$ cat src/rtl/servo_pwm.sv
// Servo PWM generator: fixed frame, high time MIN_TICKS + cur_angle*DEG_TICKS, angle latched per frame.
// Optional build macro SERVO_CLAMP_EN limits the latched angle to 180 degrees.
module servo_pwm #(
   parameter int FRAME_TICKS = 1_000_000,
   parameter int MIN_TICKS   = 50_000,
   parameter int DEG_TICKS   = 278
) (
   input  logic       clk,
   input  logic       rst,
   input  logic [7:0] angle,
   input  logic       en,
   output logic       pwm,
   output logic       frame_start,
   output logic [7:0] cur_angle
);

   localparam int FW = (FRAME_TICKS > 1) ? $clog2(FRAME_TICKS) : 1;
   localparam logic [FW-1:0] FRAME_LAST = FW'(FRAME_TICKS - 1);
   localparam logic [FW-1:0] MIN_LAST   = FW'(MIN_TICKS - 1);
   localparam logic [FW-1:0] DEG_LAST   = FW'(DEG_TICKS - 1);
   localparam logic [FW-1:0] ONE        = FW'(1);

   typedef enum logic [1:0] {IDLE, BASE, DEG, LOW} state_t;

   state_t        state, state_next;
   logic [FW-1:0] fcnt;
   logic [FW-1:0] bcnt, bcnt_next;
   logic [FW-1:0] pcnt, pcnt_next;
   logic [7:0]    dcnt, dcnt_next, dcnt_inc;
   logic          en_q;
   logic          boundary;
   logic          pwm_next;

   function automatic logic [7:0] clamp_angle(input logic [7:0] a);
`ifdef SERVO_CLAMP_EN
      return (a > 8'd180) ? 8'd180 : a;
`else
      return a;
`endif
   endfunction

   assign boundary = (fcnt == '0);
   assign dcnt_inc = dcnt + 8'd1;

   // Frame boundary always wins, so a pulse can never spill into the next frame.
   always_comb begin
      state_next = state;
      bcnt_next  = bcnt;
      pcnt_next  = pcnt;
      dcnt_next  = dcnt;
      if (boundary) begin
         state_next = en ? BASE : LOW;
         bcnt_next  = '0;
         pcnt_next  = '0;
         dcnt_next  = '0;
      end else begin
         case (state)
            BASE: begin
               if (!en_q) begin
                  state_next = LOW;
               end else if (bcnt == MIN_LAST) begin
                  state_next = (cur_angle == 8'd0) ? LOW : DEG;
                  pcnt_next  = '0;
                  dcnt_next  = '0;
               end else begin
                  bcnt_next = bcnt + ONE;
               end
            end
            DEG: begin
               if (pcnt == DEG_LAST) begin
                  pcnt_next = '0;
                  dcnt_next = dcnt_inc;
                  if (dcnt_inc == cur_angle) state_next = LOW;
               end else begin
                  pcnt_next = pcnt + ONE;
               end
            end
            default: ;
         endcase
      end
      pwm_next = (state_next == BASE) || (state_next == DEG);
   end

   always_ff @(posedge clk) begin
      if (!rst) begin
         state       <= IDLE;
         fcnt        <= '0;
         en_q        <= 1'b0;
         cur_angle   <= 8'd60;
         pwm         <= 1'b0;
         frame_start <= 1'b0;
         bcnt        <= '0;
         pcnt        <= '0;
         dcnt        <= '0;
      end else begin
         state       <= state_next;
         fcnt        <= (fcnt == FRAME_LAST) ? '0 : fcnt + ONE;
         frame_start <= boundary;
         pwm         <= pwm_next;
         bcnt        <= bcnt_next;
         pcnt        <= pcnt_next;
         dcnt        <= dcnt_next;
         if (boundary) begin
            cur_angle <= clamp_angle(angle);
            en_q      <= en;
         end
      end
   end

endmodule
$ cat config.mk
export PLATFORM = sky130hd
export DESIGN_NAME = servo_pwm
export DESIGN_NICKNAME = d
export VERILOG_FILES = /design/src/rtl/servo_pwm.sv
export SDC_FILE = /design/constraint.sdc
export NUM_CORES = 1
export LEC_CHECK = 0
export CORE_MARGIN = 3
export CORE_UTILIZATION = 40
export DETAILED_ROUTE_END_ITERATION = 8
export SYNTH_ARGS = -nofsm -noshare
export SYNTH_HDL_FRONTEND = slang
export SYNTH_SLANG_ARGS = --single-unit
$ cat constraint.sdc
create_clock -name clk -period 2.7 [get_ports clk]
set_input_delay 0.675 -clock clk [delete_from_list [all_inputs] [get_ports clk]]
set_output_delay 0.675 -clock clk [all_outputs]
set_load 0.05 [all_outputs]
==> implementation parameters <==
Parameter                              Value

Detailed routing
  Final Routed Wirelength ... 8.62 mm
  Vias/cell ... 5.22
  Top layer in use ... met4
  Met2 wirelength from detailed routing ... 3.94 mm
  1st-pass router iterations ... 6
  Met1 WL ... 4.39 mm
  Length of routed met3 wiring ... 171 um
  Iter 0 DRT Violations ... 127
  Vias after detailed routing ... 3344
  Antenna-violating nets left ... 0
  DR DRC count ... 0
  Average detailed-routed wire length per instance ... 13.4 um

Clock tree
  Number of hold buffers added after cts ... 0
  Clk Latency, worst-skew pair ... 0.36 ns
  Maximum buffer depth of the clock tree ... 2
  Clock H-tree levels ... 3
  Clock tree from TritonCTS ... done
  Total setup buffers inserted after CTS ... 0
  CTS buffer count ... 9
  Clock transition at path regs ... 0.10 ns
  Sink Count ... 81
  Post-CTS sizing ... 0
  Cell at the root of the clock tree ... clkbuf_8

STA
  Period utilisation layout ... 0.867
  Final number of hold-violating endpoints ... 0
  Final setup skew ... 0.0125 ns
  Number of failing setup endpoints in the final timing report ... 0
  Unrepaired setup endpoints after global routing ... false
  FMAX ... 0.427 GHz
  Final critical path time including I/O delays and setup ... 2.34 ns
  Max-slew headroom ... 0.422
  Worst Max-Slew Pin Slew ... 0.857 ns
  Final sum of negative setup slack ... 0 ns
  Max-slew violations ... 0

Layout
  Growth of design area from synthesis to finish ... 12.8%
  Number of antenna diodes ... 0
  Filler Cells Inserted ... 989
  Multi-input gate area in the final layout ... 0.00233 mm2
  Register Area ... 0.00162 mm2
  Nets ... 522
  Design area ... 0.00465 mm2
  Fraction of layout cells with a size suffix above 1 ... 0.0827

Worst setup path
  CP delay by family, top ... buffers and inverters
  Kind of start point of the critical path ... flip-flop
  Cell with the biggest individual delay on the critical path ... clkdlybuf4s50_1
  Largest fanout of any net on the critical path ... 6
  Crit end category ... primary output
  Slowest Stage Delay on Critical Path ... 0.86 ns
  Class of the most critical setup path ... flip-flop to primary output
  Bufs and invs on worst path ... 1
  Data arrival time of the critical path ... 1.67 ns
  Crit-path cells ... clkdlybuf4s50_1
  Register-to-register setup slack ... 0.45 ns
  Data required, critical path ... 2.03 ns

Place
  Routability congestion estimate from global placement ... 0.817
  Estimated wirelength of the detail-placed design ... 6.19 mm
  I/O Buffers ... 20
  Placed Area ... 0.00445 mm2

Die
  Die Width ... 108 um
  Effective utilization at floorplan ... 0.416
  Area enclosed by the die boundary ... 0.0116 mm2
  Die H ... 108 um
  Core Area ... 0.00991 mm2
  Ports ... 21
  Number of cell rows ... 36

Global routing
  Antenna violations before repair ... 0
  Congestion Overflow GR ... 0
  First-pass GRT wire length ... 14.8 mm
  Largest net degree at the start of global routing ... 22
  Vias in the first global route ... 3260
  Tot GR Track Use ... 0.157

Synth
  Fraction of synthesized area in multiplexers ... 0.0267
  Synth Area in Simple Gates ... 0.305
  Flip-flop and latch count after synthesis ... 81
  Avg Cell Area, Syn ... 8.61 um2
  Main synth FF type ... dfxtp_1
  Sequential element share of the synthesized area ... 0.393
  Dominant combinational cell family by area after synthesis ... simple AND/OR/NAND/NOR gates
  Compound-gate portion of the synthesized area ... 0.0765
  Count of cell types in the netlist ... 53
  Number of enable-type register cells in the synthesized netlist ... 0
  Share of synthesized cell area in full adder, half adder and majority cells ... 0.0243
  Async set-reset flop share out of synthesis ... 0
  Post-Synthesis Net Count ... 498
  Syn Std Cell Area ... 0.00412 mm2
  Synth Instances ... 479
  Post-synthesis xor/xnor area fraction ... 0.130
  Number of warnings issued by yosys ... 0

Pwr
  Pwr Density ... 538 mW/mm2
  Net Sw Power ... 0.762 mW
  Part of the power in registers ... 0.501
  Internal Pwr Total ... 1.74 mW
  Combinational group share of total power ... 0.145
  Leak Pwr ... 1.55 nW
  Worst supply voltage drop on vdd ... 268 uV
  Clk pwr share ... 0.354
  Power Total ... 2.50 mW
  Proportion of total power due to net switching ... 0.304

Status
  Outcome ... finished clean

Run
  Maximum capacitance violations ... 0

Hold path
  Hold/Removal Path Class ... flip-flop to flip-flop
==> cells in the mapped netlist (8+ instances only) <==
master   number  share of area
a21oi_1      14          0.017
and3_1        9          0.014
dfxtp_1      81           0.39
ha_1          8          0.024
inv_1        19          0.017
mux2i_1      11          0.027
nand2_1      31          0.028
nand3_1      25          0.030
nand4_1      19          0.029
nor2_1       70          0.064
nor3_1       20          0.024
nor4_1       17          0.026
o21ai_0      12          0.015
xnor2_1      38          0.081
xor2_1       23          0.049
==> final timing paths <==
kind                startpoint      endpoint  cells past startpoint
setup reg to reg      fcnt[11]      fcnt[19]                      5
hold reg to reg        fcnt[0]       fcnt[0]                      1
setup / recovery  cur_angle[6]  cur_angle[6]                      1
hold / removal         fcnt[0]       fcnt[0]                      1
==> flip-flops by register name (all words and copies together), names as in the netlist <==
register	count
frame_start	1
state	2
pwm	1
dcnt	8
pcnt	20
bcnt	20
cur_angle	8
fcnt	20
en_q	1
==> area by class of cell <==
cell class / count / area share
Multi-Input combinational cell: 363 / 0.501
Sequential cell: 81 / 0.349
Timing Repair Buffer: 29 / 0.0576
Tap cell: 133 / 0.0358
Clock buffer: 10 / 0.0296
Inverter: 19 / 0.0153
Clock inverter: 6 / 0.0124
==> metal layers <==
metal	GRT usage	vias up
met2	0.259	24
met1	0.205	1572
li1	-	1738
met5	0	-
met3	0.0360	10
met4	0.0442	0
==> layout by cell type, fill, tap and decap left out, types with 10 or more instances in the layout <==
master,Yosys,layout
inv_1,19,19
a21oi_1,14,14
clkdlybuf4s50_1,0,20
clkbuf_8,3,10
nor2_1,70,70
nand4_1,19,19
mux2i_1,11,11
xor2_1,23,23
o21ai_0,12,11
nor3_1,20,20
nand2_1,31,31
nor4_1,17,17
xnor2_1,38,38
nand3_1,25,25
dfxtp_1,81,81
==> per-stage QoR <==
stage | setup slack (ns) | hold WS, ns | std cells | util
floorplan | 0.793 | 0.441 | 479 | -
global placement | 0.470 | 0.456 | 625 | 0.449
detailed placement | 0.444 | 0.470 | 625 | 0.449
CTS | 0.334 | 0.494 | 641 | 0.469
global route | 0.206 | 0.524 | 641 | 0.469
finish | 0.359 | 0.487 | 641 | 0.469
==> cells by family (layout without fill, tap and decap cells) <==
logic type                 count (synthesis)  in the layout
AOI/OAI and AO/OA                         50             50
xor gates and xnor gates                  61             61
adders and majority gates                  8              8
buffers and inverters                     35             64
DFF                                       81             81
muxes                                     11             11
and+or+nand+nor                          233            233
==> worst reg2reg max path: stages, from the launching register on <==
cell	delay (ns)
dfxtp_1	0.36
nor4_1	0.43
nand2_1	0.15
o41ai_2	0.84
buf_4	0.30
nor2_1	0.07
==> power groups by stage <==
stage                     sequential [mW]  clock [mW]  combinational (mW)
after floorplan                      1.33           0               0.215
after global placement               1.28           0               0.362
after detailed placement             1.28           0               0.365
after CTS                            1.26       0.924               0.366
after global routing                 1.26       0.964               0.397
final                                1.25       0.886               0.363
Note: power is estimated with default switching activity, not from simulation.
==> RTL change 1, RTL diff (same settings) <==
The output `frame_start` loses its register stage (`frame_start` becomes a continuous assignment).
--- a/src/rtl/servo_pwm.sv
+++ b/src/rtl/servo_pwm.sv
@@ -89,5 +89,4 @@
          cur_angle   <= 8'd60;
          pwm         <= 1'b0;
-         frame_start <= 1'b0;
          bcnt        <= '0;
          pcnt        <= '0;
@@ -96,5 +95,4 @@
          state       <= state_next;
          fcnt        <= (fcnt == FRAME_LAST) ? '0 : fcnt + ONE;
-         frame_start <= boundary;
          pwm         <= pwm_next;
          bcnt        <= bcnt_next;
@@ -108,3 +106,5 @@
    end
 
+   assign frame_start = boundary;
+
 endmodule
Formal check against the unedited RTL: not equivalent (Yosys sat finds a counterexample within 4 cycles, from zero or initial values and one cycle with rst low).
==> RTL change 1 against the original RTL <==
- power decreased by 2.0%
- sequential cell count down 1
- wire length decreased by 1.5%
- setup slack worse by 0.18 ns
- cell area decreased by 3.0%
- non-clock buffer count fell by 3
- synthesized cell count shrank 2.7%
- final cell count is 2.5% lower
- critical path depth is 2 higher
- global-route usage is 0.33 points higher
- highest routed layer unchanged
- synthesized area is 4.3% lower
- via count is 2.3% lower
==> RTL change 1: results (changes against the original RTL) <==
INFO  metric diodes_inserted = 0 (unchanged)
INFO  metric placement.io_buffers = 20 (unchanged)
INFO  metric critPathMaxFanout = 5 (-1)
INFO  metric rr_worst_depth = 7 (+2)
INFO  metric gp_routability_congestion = 0.799 (-2.2%)
INFO  metric worstSetupEndpoint = frame_start
INFO  metric reg2reg_to = pcnt[1]
INFO  metric clock-skew-final = 0.0130 ns (+0.000461 ns)
INFO  metric grt_first_pass_wirelength = 14.8 mm (-0.60%)
INFO  metric postCtsSetupRepairBufs = 0 (unchanged)
INFO  metric fraction_of_final_layout_cells_with_drive_strength_greater_than_1 = 0.0726 (-0.0101)
INFO  metric yosys-top-cells-area = dfxtp_1, xor2_1, nor2_1
INFO  metric post-dp-hpwl = 6.01 mm (-2.8%)
INFO  metric number_of_nets_in_the_synthesized_netlist = 485 (-2.6%)
INFO  metric ir_drop = 0.000275 V (+2.5%)
INFO  metric clock_path_buffers = 2 (unchanged)
INFO  metric power.leakage = 0.00152 µW (-2.1%)
INFO  metric setup.worst_path.start = fcnt[16]
INFO  metric avgViaCountPerCell = 5.23 (+0.17%)
INFO  metric yosysUniqueCellTypes = 50 (-5.7%)
INFO  metric synth.yosys.seq_area_share = 0.406 (+0.0126)
INFO  metric run_status = finished clean
INFO  metric critPathArrivalTime = 1.85 ns (+0.18 ns)
INFO  metric num-fill-cells = 934 (-5.6%)
INFO  metric grt_util_all_layers = 0.160 (+0.00330)
INFO  metric first_global_vias = 3045 (-6.6%)
INFO  metric synth_common_cells = dfxtp_1, nor2_1, nand2_1
INFO  metric num-nets-final = 510 (-2.3%)
INFO  metric hold_end = fcnt[0]
INFO  metric grt_start_max_net_pins = 30 (+36%)
INFO  metric insertion_delay = 0.36 ns (about the same)
INFO  metric holdWs = 0.471 ns (-0.0168 ns)
INFO  metric routed_wl_per_cell = 13.6 µm (+0.98%)
INFO  metric power_switching = 750 µW (-1.6%)
INFO  metric rr_startpoint = pcnt[0]
INFO  metric tightest_slew = 0.715 ns (-0.142 ns)
INFO  metric detail_route.iter0.violations = 167 (+31%)
INFO  metric hp-start = fcnt[0]
INFO  metric ff2ff_setup_slack = 0.34 ns (-0.11 ns)
INFO  metric drt-pass1-iter-count = 5 (-1)
INFO  metric cts_root_buffer = clkbuf_8
INFO  metric timing.hold.worst_path_depth = 1 (unchanged)
RTL change 1: metrics by stage:
stage	area (µm²)	total power, µW	worst slack (ns)	instances	util
2_1_floorplan	3950	1510	0.0621	466	-
3_3_place_gp	4330	1630	0.453	609	0.460
3_5_place_dp	4330	1640	0.350	609	0.460
4_1_cts	4510	2480	0.162	625	0.479
5_1_grt	4510	2570	0.0760	625	0.479
6_report	4510	2450	0.176	625	0.479
RTL change 1: area by class of cell:
| class | count | area, µm² | share of cell area |
|---|---|---|---|
| Tap cell | 129 | 161 | 0.0358 |
| Sequential cell | 80 | 1600 | 0.355 |
| Timing Repair Buffer | 26 | 255 | 0.0566 |
| Multi-Input combinational cell | 363 | 2270 | 0.503 |
| Clock inverter | 7 | 58.8 | 0.0130 |
| Clock buffer | 9 | 124 | 0.0275 |
| Inverter | 11 | 41.3 | 0.00915 |
RTL change 1: cell families after synthesis:
group	count (synthesis)	share of synthesized area
muxes	2	0.00539
xor gates and xnor gates	61	0.135
and+or+nand+nor	241	0.315
AOI/OAI and AO/OA	51	0.0885
adders and majority gates	8	0.0254
DFF	80	0.406
buffers and inverters	23	0.0241
RTL change 1: layer usage:
metal	share of wire	up-vias	track usage
met2	0.47	61	0.251
met4	0.0095	0	0.0366
met3	0.035	8	0.0404
met5	0	-	0
li1	-	1674	-
met1	0.49	1523	0.222
RTL change 1: power by group through the flow:
stage	Sequential [µW]	Clock (µW)	Combinational [µW]
3_3_place_gp	1270	0	362
6_report	1240	846	366
4_1_cts	1240	870	370
5_1_grt	1240	916	406
3_5_place_dp	1270	0	368
2_1_floorplan	1320	0	197
RTL change 1: critical path, cell delays in order, from the launching register on:
cell	delay, ns
dfxtp_1	0.36
or4_1	0.64
nor3_1	0.31
buf_12	0.18
==> RTL change 2, RTL diff (config.mk and constraints unchanged) <==
Without the edit above. Change the parameter `FRAME_TICKS` from 1_000_000 to 2_000_000.
--- a/src/rtl/servo_pwm.sv
+++ b/src/rtl/servo_pwm.sv
@@ -2,5 +2,5 @@
 // Optional build macro SERVO_CLAMP_EN limits the latched angle to 180 degrees.
 module servo_pwm #(
-   parameter int FRAME_TICKS = 1_000_000,
+   parameter int FRAME_TICKS = 2_000_000,
    parameter int MIN_TICKS   = 50_000,
    parameter int DEG_TICKS   = 278
Formal check against the unedited RTL: no difference found for any inputs over 10 cycles, from zero or initial values and one cycle with rst low; that may be too few to reach the edited logic, so the function may still have changed.
==> RTL change 2 against the original RTL <==
- die area rose by 2.3%
- largest power group unchanged
- synthesized cell count rose by 4.6%
- fmax fell by 1.4%
- wire length rose by 5.9%
- critical endpoint is now cur_angle[5]
- sequential power rose by 4%
- synthesized area rose by 2.5%
- power fell by 0.54%
- critical path depth did not move
- largest cell class unchanged
- sequential cell count rose by 3
- core utilization rose by 0.65 points
- setup slack got worse by 0.033 ns
- cell area rose by 2.3%
==> RTL change 2: results (changes against the original RTL) <==
INFO  metric grt.met3_usage = 0.0284 (-0.00757)
INFO  metric number_of_nets_in_the_synthesized_netlist = 520 (+4.4%)
INFO  metric wl_met2 = 4.17 mm (+5.7%)
INFO  metric critPathMaxFanout = 7 (+1)
INFO  metric avgViaCountPerCell = 5.33 (+2.2%)
INFO  metric cts_sinks = 84 (+3.7%)
INFO  metric ff2ff_setup_slack = 0.37 ns (-0.08 ns)
INFO  metric detail_route.iter0.violations = 170 (+34%)
INFO  metric power.leakage = 0.00159 µW (+2.6%)
INFO  metric synth.yosys.seq_area_share = 0.398 (+0.00466)
INFO  metric routed-wl-met3 = 274 µm (+60%)
INFO  metric drt-pass1-iter-count = 4 (-2)
INFO  metric layout_top_registers = bcnt (21), fcnt (21), pcnt (21)
INFO  metric sequential_share_of_cell_area = 0.353 (+0.00473)
INFO  metric timing.max_slew.rel_slack = 0.436 (+0.0139)
INFO  metric postPlaceCellArea = 4580 µm² (+2.8%)
INFO  metric grt_util_all_layers = 0.166 (+0.00928)
INFO  metric globalRouteMet1Util = 0.229 (+0.0240)
INFO  metric worstSetupEndpoint = cur_angle[5]
INFO  metric clock-skew-final = 0.0200 ns (+0.00742 ns)
INFO  metric n_all_buffers = 27 (-6.9%)
INFO  metric groute.layer.met2.usage = 0.262 (+0.00281)
INFO  metric setup.worst_path.start = cur_angle[5]
INFO  metric ir_drop = 0.000213 V (-21%)
INFO  metric setup_slack = 0.327 ns (-0.0325 ns)
INFO  metric dp_worst_setup_slack = 0.410 ns (-0.0341 ns)
INFO  metric die_area = 11800 µm² (+2.3%)
INFO  metric syn_avg_cell_area = 8.43 µm² (-2.0%)
INFO  metric fraction_of_final_layout_cells_with_drive_strength_greater_than_1 = 0.0681 (-0.0146)
INFO  metric post-dp-hpwl = 6.65 mm (+7.3%)
INFO  metric multi_input_comb_area = 2420 µm² (+4.1%)
INFO  metric num-fill-cells = 1003 (+1.4%)
INFO  metric yosysUniqueCellTypes = 59 (+11%)
INFO  metric area_share_clock_buf_inv = 0.0371 (-0.00489)
INFO  metric rr_worst_depth = 6 (+1)
INFO  metric reg2reg_to = pwm
INFO  metric first_global_vias = 3344 (+2.6%)
INFO  metric critPathArrivalTime = 1.70 ns (+0.03 ns)
INFO  metric synth_common_cells = dfxtp_1, nor2_1, nand2_1
INFO  metric pwr_density_cell = 523 nW/µm² (-2.8%)
INFO  metric holdWs = 0.476 ns (-0.0115 ns)
INFO  metric layout.non_clock_inverters = 15 (-4)
INFO  metric run_status = finished clean
INFO  metric grt_first_pass_wirelength = 15.8 mm (+6.2%)
INFO  metric grt_start_max_net_pins = 30 (+36%)
INFO  metric wirelength_met1 = 4.59 mm (+4.5%)
-- RTL change 2: cell count changes in the layout (fill, tap and decap cells not counted), moves of 6 or more --
cell	unedited run	this run
mux2i_1	11	1
and2_1	4	10
xnor2_1	38	30
o21ai_0	11	17
nor4b_1	0	6
and4_1	0	6
nor3_1	20	14
nor2_1	70	63
a21oi_1	14	23
nand2_1	31	50
-- RTL change 2: kinds of logic (layout without fill, tap and decap cells) --
kind of cell / count (synthesis) / after routing / synth area share
DFF: 84 / 84 / 0.398
buffers and inverters: 30 / 58 / 0.0293
muxes: 3 / 3 / 0.00770
adders and majority gates: 8 / 8 / 0.0237
xor gates and xnor gates: 55 / 55 / 0.114
and+or+nand+nor: 255 / 255 / 0.324
AOI/OAI and AO/OA: 66 / 66 / 0.103
-- RTL change 2: power breakdown --
group | switching, µW | total (µW) | internal [µW]
combinational | 230 | 367 | 137
sequential | 34.9 | 1300 | 1270
clock | 478 | 818 | 341
